## src/rtl/signature_analyzer_misr.sv

```systemverilog
// signature_analyzer_misr: compresses a fixed-length window of qualified
// 8-bit samples into a 16-bit multiple-input signature register (MISR).
// Optional build macro SIG_COMPARE_EN adds a registered 'pass' output that
// compares the final signature against GOLDEN.
//
// Handshake: start is a single-cycle pulse honoured in IDLE or DONE only;
// data_valid qualifies data_in on any edge while busy=1 (never in the start
// cycle); done=1 marks the signature as final and stable until the next start.
module signature_analyzer_misr #(
  parameter int              DATA_W      = 8,
  parameter int              SIG_W       = 16,
  parameter logic [SIG_W-1:0] POLY       = 16'h1021,
  parameter logic [SIG_W-1:0] SEED       = 16'h0000,
  parameter int              NUM_SAMPLES = 256,
  parameter logic [SIG_W-1:0] GOLDEN     = 16'h0000,
  localparam int             CW          = $clog2(NUM_SAMPLES + 1)
) (
  input  logic              clk,
  input  logic              clear,
  input  logic              start,
  input  logic              data_valid,
  input  logic [DATA_W-1:0] data_in,
  output logic              busy,
  output logic              done,
  output logic [SIG_W-1:0]  signature,
  output logic [CW-1:0]     sample_count
`ifdef SIG_COMPARE_EN
  ,
  output logic              pass
`endif
);

  typedef enum logic [1:0] {
    S_IDLE = 2'd0,
    S_RUN  = 2'd1,
    S_DONE = 2'd2
  } state_t;

  localparam logic [CW-1:0] LAST_CNT = CW'(NUM_SAMPLES - 1);

  state_t           state_q;
  state_t           state_d;
  logic [SIG_W-1:0] sig_d;
  logic [CW-1:0]    cnt_d;
  logic             accept;
  logic             last_sample;

  assign accept      = (state_q == S_RUN) && data_valid;
  assign last_sample = accept && (sample_count == LAST_CNT);

  // Next-state logic: start is only honoured outside RUN.
  always_comb begin
    state_d = state_q;
    case (state_q)
      S_IDLE:  if (start) state_d = S_RUN;
      S_RUN:   if (last_sample) state_d = S_DONE;
      S_DONE:  if (start) state_d = S_RUN;
      default: state_d = S_IDLE;
    endcase
  end

  // State register.
  always_ff @(posedge clk) begin
    if (clear) state_q <= S_IDLE;
    else       state_q <= state_d;
  end

  // Datapath next values: reload on start, shift/feedback on accepted sample.
  always_comb begin
    sig_d = signature;
    cnt_d = sample_count;
    if ((state_q != S_RUN) && start) begin
      sig_d = SEED;
      cnt_d = '0;
    end else if (accept) begin
      sig_d = {signature[SIG_W-2:0], 1'b0}
            ^ (signature[SIG_W-1] ? POLY : {SIG_W{1'b0}})
            ^ SIG_W'(data_in);
      cnt_d = sample_count + CW'(1);
    end
  end

  // Signature and sample counter registers.
  always_ff @(posedge clk) begin
    if (clear) begin
      signature    <= SEED;
      sample_count <= '0;
    end else begin
      signature    <= sig_d;
      sample_count <= cnt_d;
    end
  end

  assign busy = (state_q == S_RUN);
  assign done = (state_q == S_DONE);

`ifdef SIG_COMPARE_EN
  // Golden comparison registered so pass rises together with done.
  always_ff @(posedge clk) begin
    if (clear) pass <= 1'b0;
    else       pass <= (state_d == S_DONE) && (sig_d == GOLDEN);
  end
`endif

endmodule
```

## config.mk

```make
export PLATFORM = sky130hd
export DESIGN_NAME = signature_analyzer_misr
export DESIGN_NICKNAME = d
export VERILOG_FILES = /design/src/rtl/signature_analyzer_misr.sv
export SDC_FILE = /design/constraint.sdc
export NUM_CORES = 1
export LEC_CHECK = 0
export BUFFER_PORTS_ARGS = -buffer_cell sky130_fd_sc_hd__buf_4
export CAP_MARGIN = 15
export CELL_PAD_IN_SITES_DETAIL_PLACEMENT = 0
export CELL_PAD_IN_SITES_GLOBAL_PLACEMENT = 1
export CORE_ASPECT_RATIO = 1.2
export CORE_UTILIZATION = 39
export DETAILED_ROUTE_END_ITERATION = 10
export MAX_ROUTING_LAYER = met4
export PLACE_DENSITY_LB_ADDON = 0.1
export SLEW_MARGIN = 15
export SYNTH_ARGS = -nofsm -noshare
export SYNTH_HDL_FRONTEND = slang
export SYNTH_SLANG_ARGS = --single-unit
```

## constraint.sdc

```tcl
create_clock -name clk -period 2.07 [get_ports clk]
set_input_delay 0.5175 -clock clk [delete_from_list [all_inputs] [get_ports clk]]
set_output_delay 0.5175 -clock clk [all_outputs]
set_load 0.02 [all_outputs]
```

==> results of run 1 <==
## power groups by stage
stage               clock network, mW  logic [mW]  registers, mW
floorplan                           0      0.0594          0.564
CTS                             0.235       0.120          0.543
finish                          0.226       0.118          0.542
detailed placement                  0       0.119          0.554
global route                    0.255       0.130          0.545
global placement                    0       0.118          0.553
## flip-flops by register name, indices dropped and copies added (netlist names)
| signal | cells |
|---|---|
| signature | 16 |
| sample_count | 9 |
| state_q | 2 |
## logic make-up (layout without fill, tap and decap cells)
logic type,count (synthesis),in the layout,synth area share (%)
AO/OA/AOI/OAI,31,31,17.0
adder cells (fa/ha/maj),2,2,2.09
multiplexers,2,2,1.67
buffers and inverters,12,50,4.70
AND/OR/NAND/NOR,47,47,20.1
XOR/XNOR,11,11,9.29
flip-flops,27,27,45.1
## per-layer routing
metal / vias up / wire (microns) / GRT usage, % / part of all wire (%)
met5: - / 0 / - / 0
met4: 0 / 8 / 4.93 / 0.31
met3: 2 / 72 / 2.19 / 2.8
met2: 23 / 1310 / 30.4 / 52
met1: 496 / 1150 / 20.5 / 45
li1: 538 / - / - / -
## cell usage in the layout, fill, tap and decap left out
cell type,instances
clkbuf_1,1
a21oi_2,2
xnor2_1,10
inv_1,6
buf_4,39
o21ai_0,1
nand4_1,1
and2b_1,2
and3b_1,1
nor2_1,13
a22oi_1,1
a21oi_1,12
dfxtp_1,27
or3_1,1
ha_1,2
o21ai_2,1
or4_4,2
a211oi_1,9
nand4b_1,1
or4_1,1
o31ai_1,3
o211ai_1,2
mux2i_1,2
nor4_1,2
nand2_1,20
clkbuf_4,3
nand3b_4,1
buf_12,1
xor3_1,1
nand3_1,2
## stage by stage
stage	std cells	area [sq um]	hold slack (ns)	total power [mW]	util (%)
global route	204	1550	0.345	0.929	54.0
finish	204	1550	0.355	0.886	54.0
global placement	200	1520	0.454	0.671	53.1
CTS	204	1550	0.339	0.898	54.0
floorplan	132	1200	0.540	0.623	-
detailed placement	200	1520	0.460	0.673	53.1
## synthesized netlist by cell type
cell type	number
o31ai_1	3
and2b_1	2
nand2_1	20
ha_1	2
nand3_1	2
clkbuf_1	1
and3b_1	1
a21oi_1	12
or4_4	2
nand3b_4	1
o21ai_0	1
o211ai_1	2
mux2i_1	2
a211oi_1	9
nand4_1	1
buf_4	2
a21oi_2	2
inv_1	6
nand4b_1	1
o21ai_2	1
nor4_1	2
nor2_1	13
buf_2	3
xor3_1	1
dfxtp_1	27
or4_1	1
a22oi_1	1
or3_1	1
xnor2_1	10
## path summary, 6_finish.rpt
kind	endpoint	slack (ns)	cells past startpoint
worst max-delay path	busy	0.35	2
worst max register to register	state_q[0]$_SDFFE_PP0P_	0.49	7
worst min-delay path	state_q[1]$_SDFFE_PP0P_	0.36	2
worst min register to register	signature[14]$_SDFFE_PP0N_	0.48	2
## layout make-up
cell class | count | area [sq um]
Multi-Input combinational cell | 93 | 602
Sequential cell | 27 | 541
Tap cell | 34 | 42.5
Timing Repair Buffer | 40 | 313
Inverter | 6 | 22.5
Clock buffer | 4 | 26.3
Fill cell | 278 | 1320
==> impl_metrics.env, run 1 <==
export IMPL_viasPerCell=5.19
export IMPL_cts_tree="built"
export IMPL_grt_overflow_total=0
export IMPL_power_frac_comb_pct=13.3
export IMPL_grt_usage_pct=17.5
export IMPL_path_delay_family="flip-flops"
export IMPL_clkTransAtPathRegs_ns=0.14
export IMPL_crit_start="state_q[0]$_SDFFE_PP0P_"
export IMPL_clockRootBuffer="clkbuf_4"
export IMPL_clk_path_buf_depth=2
export IMPL_p_leak_nw=0.599
export IMPL_finalCriticalPeriod_ns=1.72
export IMPL_clkLatencyLatePin_ns=0.31
export IMPL_die_area_sq_um=3300
export IMPL_synth_cells=132
export IMPL_drv_slew=0
export IMPL_wire_per_inst_microns=12.5
export IMPL_yosysWarnings=0
export IMPL_netlist_area_leader_share_pct=45.1
export IMPL_fin_skew_ns=0.00135
export IMPL_slowest_delay_ns=0.49
export IMPL_critPathSlowestCell="dfxtp_1"
export IMPL_initial_core_util_pct=41.9
export IMPL_path_class="flop to primary output"
export IMPL_globalplace_congestion=0.730
export IMPL_synth_seq_area_share_pct=45.1
export IMPL_area_delta_synth_final_pct=29.0
export IMPL_syn_avg_cell_area_sq_um=9.08
export IMPL_h_tree_depth=1
export IMPL_p_seq_share_pct=61.2
export IMPL_drt_initial_drc_count=22
export IMPL_cp_data_arrival_time_ns=1.20
export IMPL_ant_nets=0
export IMPL_diodes=0
export IMPL_layout_setup_ws_ns=0.349
export IMPL_cap_viol_max_count=0
export IMPL_setup_viol=0
export IMPL_synth_area_sq_um=1200
export IMPL_coreArea_sq_um=2860
export IMPL_chipWidth_microns=52.6
export IMPL_crit_fanout=6
export IMPL_antenna_found_initial=0
export IMPL_max_freq_mhz=581
export IMPL_syn_num_nets=146
export IMPL_grt_pass1_vias=1018
export IMPL_path_cells="and2b_1 > buf_4"
export IMPL_portBuffers=38
export IMPL_row_count=21
export IMPL_vias=1059
export IMPL_dp_final_hpwl_mm=1.91
export IMPL_tns_ns=0
export IMPL_swShare_pct=25.3
export IMPL_worstHoldPathType="input pin to flop"
export IMPL_rsz0062_at_grt="false"
export IMPL_wirelength_mm=2.55
export IMPL_worstReg2RegStart="sample_count[0]$_SDFFE_PP0N_"
export IMPL_hp_start="clear"
export IMPL_final_hold_viol_count=0
export IMPL_tightest_slew_ns=0.429
export IMPL_crit_buf_inv=1
export IMPL_synth_area_leaders="dfxtp_1 (45%), xnor2_1 (7.3%), nand2_1 (6.3%)"
export IMPL_die_height_microns=62.7
export IMPL_clockPowerShare_pct=25.5
export IMPL_p_per_area_nw_per_um2=573
export IMPL_cts_buffers=3
export IMPL_switchingPower_mw=0.224
export IMPL_grt_max_degree=30
export IMPL_place_ws_ns=0.477
export IMPL_worstPathRequired_ns=1.55
export IMPL_min_period_over_period_pct=83.2
export IMPL_io_pins=39
export IMPL_clock_sinks=27
export IMPL_nNetsFinal=185
export IMPL_cts_setup_buffers=0
export IMPL_slew_headroom_pct=71.4
export IMPL_ys_types=29
export IMPL_critPathCaptureType="primary output"
export IMPL_drt_first_pass_iters=4
export IMPL_drive_gt1_share_pct=28.8
export IMPL_grt_pass1_wl_mm=4.33
export IMPL_worst_setup_path_start_kind="flop"
export IMPL_cts_hold_buffers=0
export IMPL_drc_errors=0
export IMPL_synth_top_area_cell="dfxtp_1"
export IMPL_status="complete, no violations"
export IMPL_synth_seq_cells=27
export IMPL_cts_resized=0
export IMPL_p_int_mw=0.662
export IMPL_vdd_drop_max_uv=415
Note: power is estimated with default switching activity, not from simulation.
==> run 2: changes to the inputs <==
Settings changed: CORE_UTILIZATION 39 to 32.
Clock period 2.07 ns to 1.4 ns, I/O delays scaled along.
==> run 2 against run 1 <==
Against the previous run:
- largest cell class unchanged
- sequential share of layout area is 2.9 points lower
- global-route usage shrank 2.3 points
- critical endpoint is now state_q[0]$_SDFFE_PP0P_
- highest routed layer unchanged
- clock power is 100% higher
- the run now ends with DRC left
- worst hold slack got worse by 0.12 ns
- critical path depth up 5
- via count grew 5.9%
==> impl_metrics.env, run 2 (synthesis gave the netlist of run 1 again) <==
export IMPL_viasPerCell=5.07
export IMPL_die_height_microns=69.0
export IMPL_fin_skew_ns=0.00791
export IMPL_coreArea_sq_um=3600
export IMPL_cp_data_arrival_time_ns=1.56
export IMPL_initial_core_util_pct=33.3
export IMPL_antenna_found_initial=0
export IMPL_multi_input_area_sq_um=663
export IMPL_die_area_sq_um=4000
export IMPL_tightest_slew_ns=0.266
export IMPL_wire_per_inst_microns=13.0
export IMPL_final_cell_mix="buf_4 (48), nand2_1 (19), dfxtp_1 (18)"
export IMPL_clkTransAtPathRegs_ns=0.09
export IMPL_dp_final_hpwl_mm=2.08
export IMPL_grt_pass1_vias=1063
export IMPL_min_period_over_period_pct=99.3
export IMPL_max_freq_mhz=719
export IMPL_cts_buffers=3
export IMPL_drv_slew=0
export IMPL_critPathSlowestCell="dfxtp_4"
export IMPL_area_delta_synth_final_pct=47.0
export IMPL_portBuffers=38
export IMPL_utilization_pct=48.9
export IMPL_layout_cells_non_filler=221
export IMPL_grt_pass1_wl_mm=4.66
export IMPL_crit_start="sample_count[1]$_SDFFE_PP0N_"
export IMPL_critPathCaptureType="flop"
export IMPL_path_cells="ha_4 > inv_4 > nor4_4 > ha_2 > a21oi_2 > mux2i_1 > nor2_1"
export IMPL_crit_fanout=2
export IMPL_p_per_area_nw_per_um2=822
export IMPL_worstReg2RegStart="sample_count[1]$_SDFFE_PP0N_"
export IMPL_cts_hold_buffers=0
export IMPL_status="complete, but fails checks"
export IMPL_finalCriticalPeriod_ns=1.39
export IMPL_clk_path_buf_depth=2
export IMPL_setup_viol=0
export IMPL_vdd_drop_max_uv=441
export IMPL_globalplace_congestion=0.723
export IMPL_hold_slack_ns=0.235
export IMPL_place_ws_ns=-0.0337
export IMPL_final_hold_viol_count=0
export IMPL_drt_initial_drc_count=30
export IMPL_violations="DRC"
export IMPL_grt_overflow_total=0
export IMPL_largest_reg_flops=16
export IMPL_diodes=0
export IMPL_io_pins=39
export IMPL_tns_ns=0
export IMPL_top_register="signature"
export IMPL_chipWidth_microns=57.9
export IMPL_worstPathRequired_ns=1.57
export IMPL_worst_setup_path_start_kind="flop"
export IMPL_worstHoldPathType="input pin to flop"
export IMPL_rsz0062_at_grt="true"
export IMPL_row_count=24
export IMPL_cap_viol_max_count=0
export IMPL_clkLatencyLatePin_ns=0.27
export IMPL_crit_path_end="state_q[0]$_SDFFE_PP0P_"
export IMPL_dp_cells=210
export IMPL_regArea_sq_um=564
export IMPL_r2r_slack_ns=0.01
export IMPL_worst_r2r_cell_count=7
export IMPL_ant_nets=0
export IMPL_slew_headroom_pct=82.1
export IMPL_p_leak_nw=0.693
export IMPL_vias=1121
export IMPL_reg_largest_list="signature x16, sample_count x9, state_q x2"
export IMPL_drt_first_pass_iters=7
export IMPL_slowest_delay_ns=0.37
export IMPL_layout_commonest_cell="buf_4"
export IMPL_grt_max_degree=25
export IMPL_nNetsFinal=197
export IMPL_layout_setup_ws_ns=0.0101
export IMPL_h_tree_depth=1
export IMPL_clock_sinks=27
export IMPL_grt_usage_pct=15.2
export IMPL_drive_gt1_share_pct=44.5
export IMPL_wirelength_mm=2.88
export IMPL_clockRootBuffer="clkbuf_8"
export IMPL_cts_tree="built"
export IMPL_nFillCells=371
export IMPL_drc_errors=3
export IMPL_path_class="flop to flop"
export IMPL_timing_rr_end="state_q[0]$_SDFFE_PP0P_"
## run 2: area by class of cell
| class | instances | share of cell area [%] |
|---|---|---|
| multi-input combinational | 94 | 37.6 |
| tap | 39 | 2.77 |
| sequential | 27 | 32.0 |
| clock inverter | 1 | 0.426 |
| clock buffer | 3 | 2.34 |
| inverter | 6 | 1.42 |
| timing repair buffer | 51 | 23.4 |
## run 2: what timing repair did
item	CTS	global route
setup endpoints to repair	4	8
gates cloned	0	1
pin swaps	2	6
setup buffers	3	3
gates resized for setup	10	8
## run 2: per-stage QoR
stage	area, sq um	power [mW]
after CTS	1700	1.46
after global routing	1760	1.51
final	1760	1.45
after detailed placement	1610	1.01
after global placement	1610	1.00
after floorplan	1230	0.920
## run 2: how the worst min path moves through the flow
| stage | from | endpoint | slack (ns) | cells past startpoint |
|---|---|---|---|---|
| floorplan | clear | state_q[0]$_SDFFE_PP0P_ | 0.42 | 1 |
| global placement | signature[8]$_SDFFE_PP0N_ | signature[9]$_SDFFE_PP0N_ | 0.45 | 2 |
| detailed placement | signature[8]$_SDFFE_PP0N_ | signature[9]$_SDFFE_PP0N_ | 0.46 | 2 |
| CTS | clear | state_q[1]$_SDFFE_PP0P_ | 0.23 | 2 |
| global route | clear | state_q[0]$_SDFFE_PP0P_ | 0.23 | 2 |
| finish | clear | state_q[0]$_SDFFE_PP0P_ | 0.24 | 2 |
## run 2: power by group
| group | internal, mW | total, mW | leakage (nW) | switching [mW] |
|---|---|---|---|---|
| combinational | 0.101 | 0.205 | 0.447 | 0.104 |
| clock | 0.202 | 0.452 | 0.0217 | 0.250 |
| sequential | 0.776 | 0.792 | 0.224 | 0.0152 |
## run 2: routing by layer
metal	global-route usage, %	share of wire [%]
met5	-	0
met4	3.97	1.0
met3	2.25	2.4
met2	28.6	55
met1	15.9	42
## run 2: critical path, delay by kind of cell (launching register included)
kind | cells | cell delay (ns)
fa+ha+maj | 2 | 0.38
flops | 1 | 0.37
simple gates | 2 | 0.32
mux | 1 | 0.13
compound gates | 1 | 0.05
buf+inv | 1 | 0.04
==> run 3: changes to the inputs <==
Settings changed: GPL_TIMING_DRIVEN set to 0, REMOVE_ABC_BUFFERS set to 1.
==> run 3 against run 2 <==
Against the previous run:
- sequential power about the same
- cell count is 3.2% lower
- clock power down 4%
- largest cell class unchanged
- highest routed layer unchanged
- worst setup slack gained 0.00079 ns
- worst hold slack worse by 0.0030 ns
- the flow still finishes with violations (DRC)
- count of clock-buffer cells in the layout up 1
- non-clock buffer count decreased by 7
- combinational power fell by 8%
==> impl_metrics.env, run 3 (synthesis gave the netlist of run 1 again) <==
export IMPL_slowest_delay_ns=0.35
export IMPL_clockPowerShare_pct=30.7
export IMPL_vias=1067
export IMPL_critPathSlowestCell="dfxtp_2"
export IMPL_drive_gt1_share_pct=42.9
export IMPL_hp_start="clear"
export IMPL_p_per_area_nw_per_um2=828
export IMPL_clkLatencyLatePin_ns=0.27
export IMPL_top_register="signature"
export IMPL_area_delta_synth_final_pct=42.7
export IMPL_worst_r2r_cell_count=3
export IMPL_clkTransAtPathRegs_ns=0.09
export IMPL_tns_ns=0
export IMPL_dp_final_hpwl_mm=1.76
export IMPL_cap_viol_max_count=0
export IMPL_worst_setup_path_start_kind="flop"
export IMPL_worstHoldPathType="input pin to flop"
export IMPL_final_hold_viol_count=0
export IMPL_finalCriticalPeriod_ns=1.39
export IMPL_viasPerCell=4.99
export IMPL_multi_input_area_sq_um=686
export IMPL_status="complete, but fails checks"
export IMPL_worstReg2RegStart="state_q[1]$_SDFFE_PP0P_"
export IMPL_portBuffers=38
export IMPL_die_area_sq_um=4000
export IMPL_final_cell_mix="buf_4 (41), nand2_1 (19), dfxtp_1 (18)"
export IMPL_slew_headroom_pct=59.6
export IMPL_grt_overflow_total=0
export IMPL_p_seq_share_pct=56.0
export IMPL_grt_pass1_wl_mm=4.20
export IMPL_largest_reg_flops=16
export IMPL_die_height_microns=69.0
export IMPL_routed_top_layer="met4"
export IMPL_ant_nets=0
export IMPL_drt_first_pass_iters=6
export IMPL_switchingPower_mw=0.351
export IMPL_path_delay_family="flip-flops"
export IMPL_clockRootBuffer="clkbuf_8"
export IMPL_path_cells="and2b_4 > buf_6"
export IMPL_critPathCaptureType="primary output"
export IMPL_antenna_found_initial=0
export IMPL_p_leak_nw=0.650
export IMPL_coreArea_sq_um=3600
export IMPL_clock_sinks=27
export IMPL_hold_end="state_q[1]$_SDFFE_PP0P_"
export IMPL_io_pins=39
export IMPL_chipWidth_microns=57.9
export IMPL_fin_skew_ns=0.00772
export IMPL_drc_errors=2
export IMPL_layout_setup_ws_ns=0.0109
export IMPL_tightest_slew_ns=0.606
export IMPL_wire_per_inst_microns=13.0
export IMPL_drv_slew=0
export IMPL_min_period_over_period_pct=99.2
export IMPL_dp_cells=203
export IMPL_drt_initial_drc_count=36
export IMPL_met3_length_microns=94
export IMPL_cts_tree="built"
export IMPL_crit_start="state_q[1]$_SDFFE_PP0P_"
export IMPL_h_tree_depth=1
export IMPL_grt_usage_pct=13.6
export IMPL_nFillCells=365
export IMPL_diodes=0
export IMPL_nNetsFinal=190
export IMPL_grt_max_degree=30
export IMPL_p_int_mw=1.06
export IMPL_wirelength_mm=2.78
export IMPL_power_frac_comb_pct=13.4
export IMPL_layout_cells_non_filler=214
export IMPL_initial_core_util_pct=33.3
export IMPL_swShare_pct=24.8
export IMPL_globalplace_congestion=0.700
export IMPL_min_path_cells=2
export IMPL_violations="DRC"
export IMPL_r2r_slack_ns=0.05
export IMPL_path_class="flop to primary output"
export IMPL_vdd_drop_max_uv=442
export IMPL_cts_hold_buffers=0
export IMPL_regArea_sq_um=567
export IMPL_wl_met2_mm=1.41
export IMPL_cts_buffers=3
export IMPL_grt_pass1_vias=987
export IMPL_crit_buf_inv=1
export IMPL_layout_commonest_cell="buf_4"
export IMPL_rsz0062_at_grt="true"
export IMPL_crit_fanout=5
export IMPL_cp_data_arrival_time_ns=1.04
export IMPL_clk_path_buf_depth=2
export IMPL_utilization_pct=47.5
export IMPL_timing_rr_end="sample_count[3]$_SDFFE_PP0N_"
export IMPL_m1WireLength_mm=1.24
export IMPL_row_count=24
export IMPL_setup_viol=0
export IMPL_worstPathRequired_ns=1.05
export IMPL_reg_largest_list="signature x16, sample_count x9, state_q x2"
export IMPL_max_freq_mhz=720
export IMPL_place_ws_ns=-0.373
==> run 3: worst max path at each step <==
| stage | end | slack (ns) | cells after the start |
|---|---|---|---|
| finish | busy | 0.01 | 2 |
| CTS | state_q[0]$_SDFFE_PP0P_ | -0.08 | 7 |
| floorplan | state_q[0]$_SDFFE_PP0P_ | -0.13 | 7 |
| global placement | sample_count[0]$_SDFFE_PP0N_ | -0.34 | 3 |
| global route | busy | -0.03 | 2 |
| detailed placement | sample_count[2]$_SDFFE_PP0N_ | -0.37 | 3 |
==> run 3: metal layers <==
metal,track usage (%),up-vias
li1,-,552
met1,17.5,487
met2,21.2,24
met3,2.25,4
met4,4.76,0
met5,-,-
==> run 3: power by group through the flow <==
stage / sequential, mW / clock (mW) / combinational [mW]
after floorplan: 0.833 / 0 / 0.0787
after global placement: 0.818 / 0 / 0.164
final: 0.792 / 0.434 / 0.189
after CTS: 0.801 / 0.460 / 0.172
after global routing: 0.795 / 0.489 / 0.206
after detailed placement: 0.819 / 0 / 0.166
==> run 3: worst reg2reg max path: cells and delay by family, from the launching register on <==
kind	cells	cell delay, ns
simple gates	2	0.80
flops	1	0.35
compound gates	1	0.13
==> run 3: per-stage QoR <==
stage	hold slack, ns	power (mW)	area (sq um)
floorplan	0.422	0.912	1160
global placement	0.455	0.982	1500
detailed placement	0.464	0.985	1500
CTS	0.225	1.43	1590
global route	0.233	1.49	1710
finish	0.232	1.42	1710
==> run 3: what timing repair did <==
action | CTS | global route
setup endpoints to repair | 29 | 29
resized for setup | 12 | 24
cloned | 0 | 1
buffers inserted | 1 | 5
pin swaps | 2 | 5
==> run 3: cell type report <==
type / count / area share, %
Multi-Input combinational cell: 94 / 40.1
Clock buffer: 4 / 2.63
Timing Repair Buffer: 44 / 20.0
Inverter: 6 / 1.32
Tap cell: 39 / 2.85
Sequential cell: 27 / 33.1
